<file path="src/rtl/regfile_pkg.sv">
// Shared types and helpers for the 2-read/1-write register bank.
package regfile_pkg;

   typedef enum logic {INIT, READY} state_e;

   // Widest entry supported by byte_merge; callers zero-extend into it.
   localparam int MAX_DATA_W = 256;
   localparam int MAX_BE_W   = MAX_DATA_W / 8;

   function automatic logic [MAX_DATA_W-1:0] byte_merge(
      input logic [MAX_DATA_W-1:0] old_d,
      input logic [MAX_DATA_W-1:0] new_d,
      input logic [MAX_BE_W-1:0]   be
   );
      logic [MAX_DATA_W-1:0] r;
      r = old_d;
      for (int i = 0; i < MAX_BE_W; i++)
         if (be[i]) r[8*i +: 8] = new_d[8*i +: 8];
      return r;
   endfunction

endpackage

</file>
<file path="src/rtl/regfile_if.sv">
// Decode/writeback-facing bus of the register bank.
interface regfile_if #(
   parameter int DATA_W = 32,
   parameter int ADDR_W = 5
);
   logic                  we;
   logic [ADDR_W-1:0]     waddr;
   logic [DATA_W-1:0]     wdata;
   logic [DATA_W/8-1:0]   wbe;
   logic [ADDR_W-1:0]     raddr_a;
   logic [ADDR_W-1:0]     raddr_b;
   logic [DATA_W-1:0]     rdata_a;
   logic [DATA_W-1:0]     rdata_b;
   logic                  init_done;

   modport master (
      output we, waddr, wdata, wbe, raddr_a, raddr_b,
      input  rdata_a, rdata_b, init_done
   );

   modport slave (
      input  we, waddr, wdata, wbe, raddr_a, raddr_b,
      output rdata_a, rdata_b, init_done
   );
endinterface

</file>
<file path="src/rtl/regfile_init_seq.sv">
// Post-reset clear sequencer: walks every entry once, then reports ready.
module regfile_init_seq
   import regfile_pkg::*;
#(
   parameter int ADDR_W = 5
) (
   input  logic              i_clk,
   input  logic              i_rst_n,
   output logic              o_clr_we,
   output logic [ADDR_W-1:0] o_clr_addr,
   output logic              o_init_done
);

   state_e            r_state;
   logic [ADDR_W-1:0] r_ptr;
   logic              r_init_done;

   always_ff @(posedge i_clk) begin
      if (!i_rst_n) begin
         r_state     <= INIT;
         r_ptr       <= '0;
         r_init_done <= 1'b0;
      end else begin
         case (r_state)
            INIT: begin
               r_ptr <= r_ptr + ADDR_W'(1);
               if (&r_ptr) begin
                  r_state     <= READY;
                  r_init_done <= 1'b1;
               end
            end
            default: r_init_done <= 1'b1;
         endcase
      end
   end

   assign o_clr_we    = ~r_init_done;
   assign o_clr_addr  = r_ptr;
   assign o_init_done = r_init_done;

endmodule

</file>
<file path="src/rtl/regfile_2r1w.sv">
// Two-read/one-write register bank with byte enables, zero entry, bypass
// and optional registered reads.
module regfile_2r1w
   import regfile_pkg::*;
#(
   parameter int DATA_W    = 32,
   parameter int ADDR_W    = 5,
   parameter int ZERO_REG  = 1,
   parameter int BYPASS    = 1,
   parameter int SYNC_READ = 0
) (
   input  logic     i_clk,
   input  logic     i_rst_n,
   regfile_if.slave bus
);

   localparam int DEPTH = 2**ADDR_W;
   localparam int BE_W  = DATA_W / 8;

   if ((DATA_W % 8) != 0 || DATA_W > MAX_DATA_W) begin : g_bad_width
      $error("regfile_2r1w: DATA_W must be a multiple of 8 and <= MAX_DATA_W");
   end

   logic [DEPTH-1:0][DATA_W-1:0] r_mem;
   logic                         w_clr_we;
   logic [ADDR_W-1:0]            w_clr_addr;
   logic                         w_init_done;
   logic                         w_wr_en;
   logic [DATA_W-1:0]            w_wr_data;
   logic [1:0][ADDR_W-1:0]       w_raddr;
   logic [1:0][DATA_W-1:0]       w_rd;

   regfile_init_seq #(.ADDR_W(ADDR_W)) u_init (
      .i_clk       (i_clk),
      .i_rst_n     (i_rst_n),
      .o_clr_we    (w_clr_we),
      .o_clr_addr  (w_clr_addr),
      .o_init_done (w_init_done)
   );

   assign w_wr_en   = w_init_done & bus.we & ~((ZERO_REG != 0) && (bus.waddr == '0));
   assign w_wr_data = DATA_W'(byte_merge(MAX_DATA_W'(r_mem[bus.waddr]),
                                         MAX_DATA_W'(bus.wdata),
                                         MAX_BE_W'(bus.wbe)));

   // Reset leaves the array alone; the clear sequencer owns zeroing it.
   always_ff @(posedge i_clk) begin
      if (i_rst_n) begin
         if (w_clr_we)     r_mem[w_clr_addr] <= '0;
         else if (w_wr_en) r_mem[bus.waddr]  <= w_wr_data;
      end
   end

   assign w_raddr = {bus.raddr_b, bus.raddr_a};

   for (genvar p = 0; p < 2; p++) begin : g_rd
      logic w_hit;
      assign w_hit = (BYPASS != 0) && bus.we && (bus.waddr == w_raddr[p]);

      always_comb begin
         w_rd[p] = r_mem[w_raddr[p]];
         if (!w_init_done)
            w_rd[p] = '0;
         else if ((ZERO_REG != 0) && (w_raddr[p] == '0))
            w_rd[p] = '0;
         else if (w_hit)
            w_rd[p] = DATA_W'(byte_merge(MAX_DATA_W'(r_mem[w_raddr[p]]),
                                         MAX_DATA_W'(bus.wdata),
                                         MAX_BE_W'(bus.wbe)));
      end
   end

   if (SYNC_READ != 0) begin : g_sync
      logic [1:0][DATA_W-1:0] r_rdata;
      always_ff @(posedge i_clk) begin
         if (!i_rst_n) r_rdata <= '0;
         else          r_rdata <= w_rd;
      end
      assign bus.rdata_a = r_rdata[0];
      assign bus.rdata_b = r_rdata[1];
   end else begin : g_comb
      assign bus.rdata_a = w_rd[0];
      assign bus.rdata_b = w_rd[1];
   end

   assign bus.init_done = w_init_done;

   logic [BE_W-1:0] w_unused_be;
   assign w_unused_be = bus.wbe;

endmodule

</file>
<file path="src/flat_wrapper.sv">
// flat-port wrapper written by rule: the top's interface ports become plain ports
module regfile_2r1w_flat import regfile_pkg::*;
#(
   parameter int DATA_W    = 32,
   parameter int ADDR_W    = 5,
   parameter int ZERO_REG  = 1,
   parameter int BYPASS    = 1,
   parameter int SYNC_READ = 0
)
  (i_clk, i_rst_n, bus_we, bus_waddr, bus_wdata, bus_wbe, bus_raddr_a, bus_raddr_b, bus_rdata_a, bus_rdata_b, bus_init_done);
  regfile_if #(.DATA_W(DATA_W), .ADDR_W(ADDR_W)) bus_i ();
  input  logic i_clk;
  input  logic i_rst_n;
  input wire logic [$bits(bus_i.we)-1:0] bus_we;
  input wire logic [$bits(bus_i.waddr)-1:0] bus_waddr;
  input wire logic [$bits(bus_i.wdata)-1:0] bus_wdata;
  input wire logic [$bits(bus_i.wbe)-1:0] bus_wbe;
  input wire logic [$bits(bus_i.raddr_a)-1:0] bus_raddr_a;
  input wire logic [$bits(bus_i.raddr_b)-1:0] bus_raddr_b;
  output wire logic [$bits(bus_i.rdata_a)-1:0] bus_rdata_a;
  output wire logic [$bits(bus_i.rdata_b)-1:0] bus_rdata_b;
  output wire logic [$bits(bus_i.init_done)-1:0] bus_init_done;
  assign bus_i.we = bus_we;
  assign bus_i.waddr = bus_waddr;
  assign bus_i.wdata = bus_wdata;
  assign bus_i.wbe = bus_wbe;
  assign bus_i.raddr_a = bus_raddr_a;
  assign bus_i.raddr_b = bus_raddr_b;
  assign bus_rdata_a = bus_i.rdata_a;
  assign bus_rdata_b = bus_i.rdata_b;
  assign bus_init_done = bus_i.init_done;
  regfile_2r1w #(.DATA_W(DATA_W), .ADDR_W(ADDR_W), .ZERO_REG(ZERO_REG), .BYPASS(BYPASS), .SYNC_READ(SYNC_READ)) u_core (.i_clk(i_clk), .i_rst_n(i_rst_n), .bus(bus_i));
endmodule
</file>
<file path="config.mk">
export PLATFORM = sky130hd
export DESIGN_NAME = regfile_2r1w_flat
export DESIGN_NICKNAME = d
export VERILOG_FILES = /design/src/rtl/regfile_pkg.sv /design/src/rtl/regfile_if.sv /design/src/rtl/regfile_init_seq.sv /design/src/rtl/regfile_2r1w.sv /design/src/flat_wrapper.sv
export SDC_FILE = /design/constraint.sdc
export NUM_CORES = 2
export LEC_CHECK = 0
export CAP_MARGIN = 25
export CORE_ASPECT_RATIO = 0.7
export CORE_UTILIZATION = 25
export DETAILED_ROUTE_END_ITERATION = 10
export PLACE_DENSITY_LB_ADDON = 0.12
export SLEW_MARGIN = 20
export SYNTH_ARGS = -nofsm -noshare
export SYNTH_HDL_FRONTEND = slang
export SYNTH_HIERARCHICAL = 1
export SYNTH_SLANG_ARGS = --single-unit
</file>
<file path="constraint.sdc">
create_clock -name i_clk -period 11.62 [get_ports i_clk]
set_input_delay 3.486 -clock i_clk [delete_from_list [all_inputs] [get_ports i_clk]]
set_output_delay 3.486 -clock i_clk [all_outputs]
set_load 0.005 [all_outputs]
</file>
==> flow_metrics.py <==
metrics = {
    "sta": {
        "fin_crit_sh_pct": 91.29,
        "clock_skew_ps": 44.62,
        "period_needed_ps": 10610,
        "slew_headroom_pct": 15.62,
        "setup_tns_ps": 0,
        "rsz0062_at_grt": "false",
        "worstMarginPinSlew_ps": 1258,
        "hold_viol_final": 0,
        "finalHoldWorstSlack_ps": 478.6,
        "final-setup-viol-count": 0,
        "fmax_mhz": 94.27,
        "final-max-slew-violation-count": 0,
    },
    "die": {
        "ios": 119,
        "start_util_pct": 25.28,
        "row_count": 159,
        "core-area_sq_um": 269600,
        "die-area_sq_um": 274700,
        "die_y_um": 438.8,
        "dieWidth_um": 626.0,
    },
    "worst_setup_path": {
        "end_kind": "output port",
        "crit_fanout": 48,
        "required_ps": 8130,
        "critPathArrivalTime_ps": 7120,
        "r2r_cells": 8,
        "worstSetupPathType": "primary input to output port",
        "critical_path.startpoint_type": "primary input",
    },
    "detailed_routing": {
        "num_vias": 59900,
        "vias_per_cell": 6.912,
        "wire_per_inst_um": 50.29,
        "ant_nets": 0,
        "drcViolationCount": 0,
        "firstDrtPassIters": 8,
        "dr.first_iter.drc_count": 11140,
        "wl_mm": 435.8,
    },
    "synthesis": {
        "synth_warnings": 6,
        "yosys-top-cells-count": "edfxtp_1 (1024), a22o_1 (953), mux4_2 (552)",
        "synthArstFlopShare_pct": 0,
        "syn-num-nets": 5075,
        "avgSynthCellArea_sq_um": 13.58,
        "ys_seq_area_share_pct": 45.34,
        "synth_edf_count": 1024,
        "synth_top_area_share_pct": 45.13,
        "synth_ff_type": "edfxtp_1",
        "netlist_instances": 5019,
        "yosys.area.top_type": "edfxtp_1",
        "ys_types": 81,
        "synth.most_common_cell": "edfxtp_1",
        "synth_seq_cells": 1031,
        "synth_area_leaders": "edfxtp_1 (45%), mux4_2 (18%), a22o_1 (12%)",
        "netlist_area_sq_um": 68130,
    },
    "clock_tree": {
        "cts_tree": "yes",
        "cts_resized": 0,
        "clk_path_buf_depth": 3,
        "numCtsBuffers": 118,
        "clock_sinks": 1031,
        "clk_latency_ps": 790,
        "htreeDepth": 3,
        "cts_root_buffer": "clkbuf_16",
        "clk_pin_slew_ps": 60,
        "cts-hold-fix-buffers": 0,
        "post-cts-setup-buffers": 0,
    },
    "worst_hold_path": {
        "hold_class": "flop to flop",
        "hold-path-cell-count": 1,
    },
    "power": {
        "leakagePower_uw": 0.02786,
        "total_power_uw": 10670,
        "powerDensity_nw_per_um2": 135.6,
        "ir_drop_uv": 126.0,
    },
    "placement": {
        "numPortBuffers": 118,
        "dp_hpwl_mm": 270.7,
        "gp_congestion": 0.9175,
        "dpl_cell_area_sq_um": 74740,
    },
    "global_route": {
        "grt_usage_pct": 30.70,
        "grt_antenna_before_repair": 44,
        "grt_pass1_wl_mm": 562.4,
        "overflow": 0,
        "grt_pass1_vias": 54300,
        "grt_max_degree": 78,
    },
    "finish": {
        "regArea_sq_um": 30890,
        "design_area_sq_um": 78720,
        "area_delta_synth_final_pct": 15.54,
        "multi_input_area_sq_um": 35420,
        "nets": 4990,
        "fillers": 27020,
        "drive_gt1_share_pct": 25.08,
    },
    "job": {
        "drv_cap": 0,
    },
    "outcome": {
        "outcome": "finished, final reports clean",
    },
}
-- critical path, stage by stage --
cell and delay [ps]:
buf_8 410, buf_4 510, mux4_2 550, and2_1 170, a2111oi_0 800, a311oi_1 140
a22o_1 310, clkdlybuf4s50_1 470
-- metrics by stage --
| stage | utilization (%) | instances | worst slack (ps) |
|---|---|---|---|
| 3_5_place_dp | 27.73 | 8433 | 1144 |
| 2_1_floorplan | - | 5019 | 2628 |
| 6_report | 29.20 | 8666 | 1012 |
| 4_1_cts | 29.17 | 8650 | 1119 |
| 5_1_grt | 29.19 | 8655 | 1044 |
| 3_3_place_gp | 27.64 | 8422 | 1030 |
-- layout make-up --
| cell class | count | share of cell area [%] |
|---|---|---|
| multi-input cells | 3353 | 44.99 |
| clock buffers | 136 | 3.891 |
| flip-flops and latches | 1031 | 39.24 |
| inverters | 14 | 0.06834 |
| clock inverters | 81 | 1.059 |
| well taps | 3622 | 5.757 |
| diodes | 13 | 0.04132 |
| repair buffers | 416 | 4.954 |
-- kinds of logic after synthesis --
family                   after synthesis  share of synthesized area [%]
buffers and inverters                635                          4.288
AND/OR/NAND/NOR                      520                          3.721
adder cells (fa/ha/maj)                2                        0.03672
flip-flops                          1031                          45.34
XOR/XNOR                              13                         0.1671
multiplexers                        1024                          25.23
AO/OA/AOI/OAI                       1794                          21.22
-- power by group --
part	leakage [uW]	total, uW	internal, uW	switching, uW
clock network	0.00190	4050	2230	1820
logic	0.0158	2010	750	1260
registers	0.0101	4610	4370	247
total	0.0279	10700	7350	3330
-- layout by cell type, fill, tap and decap left out, types with 8 or more instances in the layout --
cell,netlist,routed
edfxtp_1,1024,1024
a22o_1,953,953
mux4_2,552,552
mux2i_1,443,443
buf_4,28,265
nand2_1,195,194
a22oi_1,163,163
clkbuf_16,0,120
o21ai_0,115,112
a21oi_1,123,109
clkdlybuf4s50_1,0,103
o22ai_1,102,102
a32o_1,88,88
nor2_4,0,82
o221ai_1,62,62
nor2_1,135,49
a211oi_1,48,48
buf_12,1,30
clkinv_2,0,29
nand3_1,30,29
mux2_2,29,29
clkinv_1,2,25
a32oi_1,26,25
a221oi_1,20,20
o21ai_1,15,18
nand2b_1,18,17
clkbuf_1,309,16
bufinv_16,0,16
nor2b_1,22,14
nor3_1,18,14
diode_2,0,13
a21oi_4,1,13
and2_1,18,12
inv_1,12,12
xnor2_1,11,11
nor4_1,14,11
nand3b_1,9,9
a2111oi_0,9,9
clkinvlp_4,0,8
buf_8,1,8
-- state kept, by name, summed over array words and instances (netlist names) --
signal / count
u_core/u_init/r_state: 1
u_core/u_init/o_init_done: 1
u_core/r_mem: 1024
u_core/u_init/o_clr_addr: 5
-- path summary, 6_finish.rpt --
kind	start	end	slack, ps
max	bus_raddr_a[0]	bus_rdata_a[11]	1010
min	u_core/u_init/o_init_done	u_core/u_init/o_init_done	480
max reg2reg	u_core/u_init/o_init_done	u_core/r_mem[783]	6390
min reg2reg	u_core/u_init/o_init_done	u_core/u_init/o_init_done	480
-- routing by layer --
layer	vias up	routed length, um	track usage (%)
met5	-	414	0.1383
met4	32	22250	13.09
met3	974	59310	11.26
met2	5480	170100	40.89
met1	32020	183700	43.92
li1	21390	-	-
(Power assumes the default switching activity.)
